`config.mk`:
```
export PLATFORM = sky130hd
export DESIGN_NAME = pixel_packer_mono8_flat
export DESIGN_NICKNAME = d
export VERILOG_FILES = /design/src/rtl/pixel_packer_pkg.sv /design/src/rtl/pixel_packer_mono8_if.sv /design/src/rtl/byte_accumulator.sv /design/src/rtl/pixel_packer_mono8.sv /design/src/flat_wrapper.sv
export SDC_FILE = /design/constraint.sdc
export NUM_CORES = 1
export LEC_CHECK = 0
export CAP_MARGIN = 10
export CORE_MARGIN = 5
export CORE_UTILIZATION = 60
export DETAILED_ROUTE_END_ITERATION = 6
export HOLD_SLACK_MARGIN = 0.15
export MAX_ROUTING_LAYER = met4
export PLACE_DENSITY = 0.85
export SYNTH_ARGS = -nofsm -noshare
export SYNTH_HDL_FRONTEND = slang
export SYNTH_SLANG_ARGS = --single-unit
```
`constraint.sdc`:
```
create_clock -name clk -period 5.3 [get_ports clk]
set_clock_uncertainty 0.1 [all_clocks]
set_input_delay 1.06 -clock clk [delete_from_list [all_inputs] [get_ports clk]]
set_output_delay 1.06 -clock clk [all_outputs]
set_load 0.01 [all_outputs]
```
`src/rtl/pixel_packer_pkg.sv`:
```
// rtl/pixel_packer_pkg.sv - shared constants, state type and tkeep helper for the Mono8 packer
//
// Purpose: word geometry (8-bit pixels, 32 per 256-bit word), the packer FSM
// state type, and keep_mask(n) which returns a mask with the low n bits set.
package pixel_packer_pkg;

  localparam int PIX_W           = 8;
  localparam int PIXELS_PER_WORD = 32;
  localparam int WORD_W          = 256;

  typedef enum logic [1:0] {
    IDLE,
    ACTIVE,
    FLUSH,
    DONE
  } packer_state_t;

  // n ranges 0..32; 32 gives all lanes.
  function automatic logic [PIXELS_PER_WORD-1:0] keep_mask(input logic [5:0] n);
    logic [PIXELS_PER_WORD-1:0] m;
    if (n >= 6'd32) m = '1;
    else            m = (32'd1 << n) - 32'd1;
    return m;
  endfunction

endpackage

```
`src/rtl/pixel_packer_mono8_if.sv`:
```
// rtl/pixel_packer_mono8_if.sv - control handshake plus input/output streams of the Mono8 packer
//
// Purpose: bundles the ap_* control handshake, the 8-bit pixel input stream
// (s_axis_*) and the 256-bit packed output stream (m_axis_*).
// Modports:
//   slave  - the packer's view (takes ap_start, s_axis_tvalid/tdata, m_axis_tready)
//   master - the environment's view (drives those, observes the rest)
// Optional: PACKER_SOF_TUSER_EN adds m_axis_tuser (start-of-frame flag on word 0).
interface pixel_packer_mono8_if;
  import pixel_packer_pkg::*;

  logic                       ap_start;
  logic                       ap_ready;
  logic                       ap_idle;
  logic                       ap_done;
  logic                       s_axis_tvalid;
  logic                       s_axis_tready;
  logic [PIX_W-1:0]           s_axis_tdata;
  logic                       m_axis_tvalid;
  logic                       m_axis_tready;
  logic [WORD_W-1:0]          m_axis_tdata;
  logic [PIXELS_PER_WORD-1:0] m_axis_tkeep;
  logic                       m_axis_tlast;
`ifdef PACKER_SOF_TUSER_EN
  logic                       m_axis_tuser;
`endif

  modport slave (
`ifdef PACKER_SOF_TUSER_EN
    output m_axis_tuser,
`endif
    input  ap_start, s_axis_tvalid, s_axis_tdata, m_axis_tready,
    output ap_ready, ap_idle, ap_done, s_axis_tready,
           m_axis_tvalid, m_axis_tdata, m_axis_tkeep, m_axis_tlast
  );

  modport master (
`ifdef PACKER_SOF_TUSER_EN
    input  m_axis_tuser,
`endif
    output ap_start, s_axis_tvalid, s_axis_tdata, m_axis_tready,
    input  ap_ready, ap_idle, ap_done, s_axis_tready,
           m_axis_tvalid, m_axis_tdata, m_axis_tkeep, m_axis_tlast
  );

endinterface

```
`src/rtl/byte_accumulator.sv`:
```
// rtl/byte_accumulator.sv - 32-byte lane accumulator for the Mono8 packer
//
// Purpose: writes din into byte lane `lane` when wr_en is set; clr empties
// the whole vector (clr wins over wr_en).
// Ports: clk, reset (sync, active-high), wr_en, clr, lane[4:0], din[7:0],
//        vec[255:0] (current accumulator contents, unwritten lanes are zero).
module byte_accumulator
  import pixel_packer_pkg::*;
(
  input  logic              clk,
  input  logic              reset,
  input  logic              wr_en,
  input  logic              clr,
  input  logic [4:0]        lane,
  input  logic [PIX_W-1:0]  din,
  output logic [WORD_W-1:0] vec
);

  always_ff @(posedge clk) begin
    if (reset || clr) begin
      vec <= '0;
    end else if (wr_en) begin
      vec[{lane, 3'b000} +: PIX_W] <= din;
    end
  end

endmodule

```
`src/rtl/pixel_packer_mono8.sv`:
```
// rtl/pixel_packer_mono8.sv - packs a 1-pixel/cycle Mono8 stream into 256-bit frame-aware words
//
// Purpose: collects OUT_ROWS*OUT_COLS pixels per frame, 32 per output word,
// lane k of a word holding its k-th pixel. The last word of a frame carries
// tlast and a partial tkeep. A frame is started with ap_start; ap_done pulses
// once the tlast word has been accepted downstream.
// Ports: clk, reset (sync, active-high), bus (pixel_packer_mono8_if.slave:
//        ap_start/ap_ready/ap_idle/ap_done, s_axis_* input, m_axis_* output).
// Optional: PACKER_SOF_TUSER_EN drives bus.m_axis_tuser high on word 0 of each frame.
module pixel_packer_mono8
  import pixel_packer_pkg::*;
#(
  parameter int OUT_ROWS = 20,
  parameter int OUT_COLS = 20
) (
  input logic                  clk,
  input logic                  reset,
  pixel_packer_mono8_if.slave  bus
);

  localparam int TOTAL = OUT_ROWS * OUT_COLS;
  localparam int CNT_W = (TOTAL > 1) ? $clog2(TOTAL) : 1;
  localparam logic [CNT_W-1:0] LAST_IDX = CNT_W'(TOTAL - 1);

  packer_state_t ps, ns;

  logic [4:0]                 lane_cnt;
  logic [CNT_W-1:0]           pix_cnt;
  logic                       final_px;
  logic                       last_px;
  logic                       s_ready;
  logic                       accept;
  logic                       load;
  logic                       out_fire;
  logic [WORD_W-1:0]          acc_vec;
  logic [WORD_W-1:0]          word_next;

  logic                       m_tvalid;
  logic [WORD_W-1:0]          m_tdata;
  logic [PIXELS_PER_WORD-1:0] m_tkeep;
  logic                       m_tlast;

  always_comb begin
    last_px  = (pix_cnt == LAST_IDX);
    final_px = (lane_cnt == 5'd31) || last_px;
    out_fire = m_tvalid && bus.m_axis_tready;
    // A word-completing pixel needs the output register free, or freeing this cycle.
    s_ready  = (ps == ACTIVE) && !(final_px && m_tvalid && !bus.m_axis_tready);
    accept   = s_ready && bus.s_axis_tvalid;
    load     = accept && final_px;
  end

  // The completing pixel bypasses the accumulator straight into the output word.
  always_comb begin
    word_next = acc_vec;
    word_next[{lane_cnt, 3'b000} +: PIX_W] = bus.s_axis_tdata;
  end

  byte_accumulator u_acc (
    .clk   (clk),
    .reset (reset),
    .wr_en (accept && !final_px),
    .clr   (load),
    .lane  (lane_cnt),
    .din   (bus.s_axis_tdata),
    .vec   (acc_vec)
  );

  always_ff @(posedge clk) begin
    if (reset) ps <= IDLE;
    else       ps <= ns;
  end

  always_comb begin
    ns           = ps;
    bus.ap_ready = 1'b0;
    bus.ap_idle  = 1'b0;
    bus.ap_done  = 1'b0;
    case (ps)
      IDLE: begin
        bus.ap_ready = 1'b1;
        bus.ap_idle  = 1'b1;
        if (bus.ap_start) ns = ACTIVE;
      end
      ACTIVE: begin
        if (accept && last_px) ns = FLUSH;
      end
      FLUSH: begin
        // The register holds the tlast word from the moment FLUSH is entered.
        if (out_fire && m_tlast) ns = DONE;
      end
      DONE: begin
        bus.ap_done = 1'b1;
        ns          = IDLE;
      end
      default: ns = IDLE;
    endcase
  end

  always_ff @(posedge clk) begin
    if (reset) begin
      lane_cnt <= '0;
      pix_cnt  <= '0;
      m_tvalid <= 1'b0;
      m_tdata  <= '0;
      m_tkeep  <= '0;
      m_tlast  <= 1'b0;
    end else begin
      if (accept) begin
        lane_cnt <= final_px ? 5'd0 : lane_cnt + 5'd1;
        pix_cnt  <= last_px ? '0 : pix_cnt + CNT_W'(1);
      end
      // Load has priority: a simultaneous drain and reload leaves no bubble.
      if (load) begin
        m_tvalid <= 1'b1;
        m_tdata  <= word_next;
        m_tkeep  <= keep_mask({1'b0, lane_cnt} + 6'd1);
        m_tlast  <= last_px;
      end else if (out_fire) begin
        m_tvalid <= 1'b0;
      end
    end
  end

  assign bus.s_axis_tready = s_ready;
  assign bus.m_axis_tvalid = m_tvalid;
  assign bus.m_axis_tdata  = m_tdata;
  assign bus.m_axis_tkeep  = m_tkeep;
  assign bus.m_axis_tlast  = m_tlast;

`ifdef PACKER_SOF_TUSER_EN
  logic first_word;
  logic m_tuser;

  // first_word re-arms while idle and drops once word 0 has been loaded.
  always_ff @(posedge clk) begin
    if (reset) begin
      first_word <= 1'b0;
      m_tuser    <= 1'b0;
    end else begin
      if (ps == IDLE) first_word <= 1'b1;
      else if (load)  first_word <= 1'b0;
      if (load) m_tuser <= first_word;
    end
  end

  assign bus.m_axis_tuser = m_tuser;
`endif

endmodule

```
`src/flat_wrapper.sv`:
```
// flat-port wrapper written by rule: the top's interface ports become plain ports
module pixel_packer_mono8_flat import pixel_packer_pkg::*;
#(
  parameter int OUT_ROWS = 20,
  parameter int OUT_COLS = 20
)
  (clk, reset, bus_ap_start, bus_s_axis_tvalid, bus_s_axis_tdata, bus_m_axis_tready, bus_ap_ready, bus_ap_idle, bus_ap_done, bus_s_axis_tready, bus_m_axis_tvalid, bus_m_axis_tdata, bus_m_axis_tkeep, bus_m_axis_tlast);
  pixel_packer_mono8_if bus_i ();
  input logic clk;
  input logic reset;
  input wire logic [$bits(bus_i.ap_start)-1:0] bus_ap_start;
  input wire logic [$bits(bus_i.s_axis_tvalid)-1:0] bus_s_axis_tvalid;
  input wire logic [$bits(bus_i.s_axis_tdata)-1:0] bus_s_axis_tdata;
  input wire logic [$bits(bus_i.m_axis_tready)-1:0] bus_m_axis_tready;
  output wire logic [$bits(bus_i.ap_ready)-1:0] bus_ap_ready;
  output wire logic [$bits(bus_i.ap_idle)-1:0] bus_ap_idle;
  output wire logic [$bits(bus_i.ap_done)-1:0] bus_ap_done;
  output wire logic [$bits(bus_i.s_axis_tready)-1:0] bus_s_axis_tready;
  output wire logic [$bits(bus_i.m_axis_tvalid)-1:0] bus_m_axis_tvalid;
  output wire logic [$bits(bus_i.m_axis_tdata)-1:0] bus_m_axis_tdata;
  output wire logic [$bits(bus_i.m_axis_tkeep)-1:0] bus_m_axis_tkeep;
  output wire logic [$bits(bus_i.m_axis_tlast)-1:0] bus_m_axis_tlast;
  assign bus_i.ap_start = bus_ap_start;
  assign bus_i.s_axis_tvalid = bus_s_axis_tvalid;
  assign bus_i.s_axis_tdata = bus_s_axis_tdata;
  assign bus_i.m_axis_tready = bus_m_axis_tready;
  assign bus_ap_ready = bus_i.ap_ready;
  assign bus_ap_idle = bus_i.ap_idle;
  assign bus_ap_done = bus_i.ap_done;
  assign bus_s_axis_tready = bus_i.s_axis_tready;
  assign bus_m_axis_tvalid = bus_i.m_axis_tvalid;
  assign bus_m_axis_tdata = bus_i.m_axis_tdata;
  assign bus_m_axis_tkeep = bus_i.m_axis_tkeep;
  assign bus_m_axis_tlast = bus_i.m_axis_tlast;
  pixel_packer_mono8 #(.OUT_ROWS(OUT_ROWS), .OUT_COLS(OUT_COLS)) u_core (.clk(clk), .reset(reset), .bus(bus_i));
endmodule
```
==> run_results.csv <==
group,metric,value,unit
sta,rsz0062_at_grt,"false",
worst_hold_path,hp-class,"reg2reg",
power,peakVddDrop,0.000250,V
routing,wl_per_cell,21.8,um
setup_path,startpoint_type,"flip-flop",
routing,vias_per_cell,6.47,
setup_path,critPathTopFamily,"buffers and inverters",
placed_design,dp_hpwl,49700,um
worst_hold_path,hold_path_end,"u_core.bus.m_axis_tkeep[11]",
floorplan,io_pins,307,
synth,yosys_warnings,0,
sta,final-setup-viol-count,0,
sta,period_share,86.9,%
setup_path,ff2ff_setup_slack,1.02,ns
synth,synth_seq_cells,562,
setup_path,critical_path.max_stage_delay,0.76,ns
sta,fmax,217,MHz
clock_tree,clock-sinks,562,
setup_path,reg2reg_from,"u_core.lane_cnt[0]",
routing,drt.antenna.violating_nets,0,
routing,first_pass_iters,7,
clock_tree,cts_buffers,57,
routing,drt_wl_total,75600,um
synth,synth_area_leader_cell,"dfxtp_1",
clock_tree,cts-root-buf,"clkbuf_16",
global_routing,grt_max_degree,202,
sta,worst_pin_slew,1.20,ns
clock_tree,clock_path_buffers,3,
clock_tree,cts_max_level,2,
synth,synthDistinctLibCells,97,
power,powerDensity,319,nW/um^2
setup_path,cp.required,4.14,ns
setup_path,arrival,3.44,ns
placed_design,dpl_worst_slack,1.18,ns
routing,vias,22453,
synth,yosys.area_share.simple,17.8,%
floorplan,rows,74,
run,drv_cap,0,
global_routing,grt_pass1_wl,118000,um
setup_path,endpoint_kind,"output pin",
setup_path,r2r_cells,9,
synth,avgSynthCellArea,8.95,sq um
clock_tree,hold_buffers,0,
synth,yosysTopAreaCellShare,45.6,%
synth,syn_nets,2783,
synth,yosys-top-cells-count,"nor2_1, dfxtp_1, a211oi_1, mux2i_1, nand2_1",
clock_tree,path_clk_slew,0.06,ns
sta,hold_viol_final,0,
clock_tree,clk_latency,0.61,ns
routing,drtIter0Drc,2760,
outcome,status,"finished, final reports clean",
synth,synthXorXnorAreaFrac,0.456,%
setup_path,slowest_stage,"dfxtp_1",
sta,final.setup.worst_slack,0.696,ns
clock_tree,cts_setup_buffers,0,
sta,timing.setup.tns,0,ns
floorplan,dieWidth,213,um
routing,drc,0,
global_routing,antenna_found_initial,1,
clock_tree,cts_resized,0,
synth,syn-cell-area,24700,sq um
power,leakage,9.88,nW
global_routing,grt-ovfl-total,0,
synth,synth_edf_count,0,
floorplan,initial_core_util,60.6,%
setup_path,path_buf_inv,3,
clock_tree,cts_tree,"yes",
setup_path,critical_path_class,"reg2out",
sta,maxSlewViolCount,0,
synth,synth_compound_area_share,22.3,%
worst_hold_path,whs_path_depth,2,
global_routing,gr-usage-all-layers,32.7,%
final_layout,synthToLayoutAreaGrowth,19.4,%
setup_path,rr_endpoint,"u_core.u_acc.vec[104]",
setup_path,worstPathCellList,"ha_1 -> buf_4 -> and3_1 -> ha_1 -> inv_1 -> o41ai_4 -> nor2b_1 -> nor2b_1 -> clkdlybuf4s50_1",
worst_hold_path,worstHoldStart,"u_core.bus.m_axis_tkeep[11]",
synth,synthTopCellsByArea,"dfxtp_1, nor2_1, mux2i_1, a211oi_1, a32oi_1",
sta,slew_headroom,19.4,%
final_layout,final_layout_size_suffix_gt1_share,7.02,%
synth,synth_top_family_by_area,"compound AO/OA/AOI/OAI gates",
floorplan,die-area,45300,sq um
sta,period_minus_slack,4.60,ns
final_layout,fin_nets,2917,
placed_design,gp_congestion,0.969,
synth,post-synth-top-count-cell,"nor2_1",
floorplan,die-height,213,um
synth,async_flop_share,0,%
synth,syn_inst,2757,
synth,yosysSeqAreaShare,45.6,%
synth,yosys.area_share.adder,0.659,%
setup_path,critPathMaxFanout,23,
synth,muxShareOfSynthArea,7.71,%
placed_design,port_buffers,306,
floorplan,core_region_area,40700,sq um
synth,synth_ff_type,"dfxtp_1",
global_routing,grt_pass1_vias,21271,
[sequential cells by signal (all words and copies together), names as in the netlist]
| register | count |
|---|---|
| u_core.bus.m_axis_tdata | 256 |
| u_core.u_acc.vec | 256 |
| u_core.bus.m_axis_tkeep | 32 |
| u_core.pix_cnt | 9 |
| u_core.lane_cnt | 5 |
| u_core.ps | 2 |
| u_core.bus.m_axis_tlast | 1 |
| u_core.bus.m_axis_tvalid | 1 |
[power by group]
group	internal (mW)	leakage [nW]	switching [mW]
Combinational	0.268	4.40	0.730
Clock	2.45	0.954	1.68
Sequential	4.24	4.52	0.0265
Total	6.96	9.88	2.43
[how the worst max path moves through the flow]
stage | start | endpoint | depth (start not counted)
after global routing | u_core.lane_cnt[0] | bus_s_axis_tready | 9
after CTS | u_core.lane_cnt[0] | bus_s_axis_tready | 9
after global placement | u_core.lane_cnt[0] | u_core.u_acc.vec[247] | 8
final | u_core.lane_cnt[0] | bus_s_axis_tready | 9
after floorplan | u_core.lane_cnt[0] | u_core.bus.m_axis_tkeep[24] | 15
after detailed placement | u_core.lane_cnt[0] | u_core.u_acc.vec[109] | 9
[layout by cell type (no fill, tap or decap), types with 79 or more instances in the layout]
| master | synthesis | layout |
|---|---|---|
| dfxtp_1 | 562 | 562 |
| nand3_1 | 102 | 102 |
| clkdlybuf4s50_1 | 0 | 305 |
| a311oi_1 | 79 | 79 |
| nand2_1 | 138 | 138 |
| a211oi_1 | 192 | 192 |
| a22oi_1 | 134 | 134 |
| mux2i_1 | 190 | 190 |
| nor2_1 | 594 | 592 |
| a32oi_1 | 120 | 120 |
[per-layer routing]
metal | vias to the layer above | GRT usage (%) | share of wire, %
li1 | 10356 | - | -
met1 | 10753 | 43.9 | 42
met2 | 1138 | 49.8 | 45
met3 | 206 | 6.70 | 9.6
met4 | 0 | 10.7 | 3.5
met5 | - | - | 0
[worst register-to-register path, stage by stage, from the launching register on]
cell and delay [ns]:
dfxtp_1 0.52, inv_1 0.28, ha_1 0.48, nand2b_1 0.23
o22ai_2 0.74, buf_4 0.33, nand3_1 0.52, nor2_1 0.67
a32oi_1 0.19, nor2_1 0.15
[per-stage QoR]
| step | cells | power [mW] | hold WS, ns | utilization, % | instance area, sq um |
|---|---|---|---|---|---|
| 6_report | 3468 | 9.39 | 0.367 | 72.3 | 29400 |
| 3_3_place_gp | 3364 | 5.31 | 0.349 | 67.5 | 27500 |
| 3_5_place_dp | 3364 | 5.33 | 0.362 | 67.5 | 27500 |
| 4_1_cts | 3467 | 9.39 | 0.370 | 72.3 | 29400 |
| 2_1_floorplan | 2757 | 5.05 | 0.354 | - | 24700 |
| 5_1_grt | 3468 | 9.66 | 0.393 | 72.3 | 29400 |
[cell families (layout without fill, tap and decap cells)]
family                     after synthesis  count (layout)
and+or+nand+nor                        996             996
DFF                                    562             562
adders and majority gates               13              13
xor gates and xnor gates                12              12
muxes                                  190             190
other                                    0               1
AOI/OAI and AO/OA                      704             704
buffers and inverters                  280             458
[final cells by class]
cell class / count / area, sq um
multi-input combinational: 1915 / 12100
fill: 3013 / 11300
sequential: 562 / 11300
timing repair buffer: 344 / 3420
clock buffer: 88 / 1740
tap: 532 / 666
clock inverter: 15 / 195
inverter: 11 / 41.3
antenna: 1 / 2.50
(Power assumes the default switching activity.)
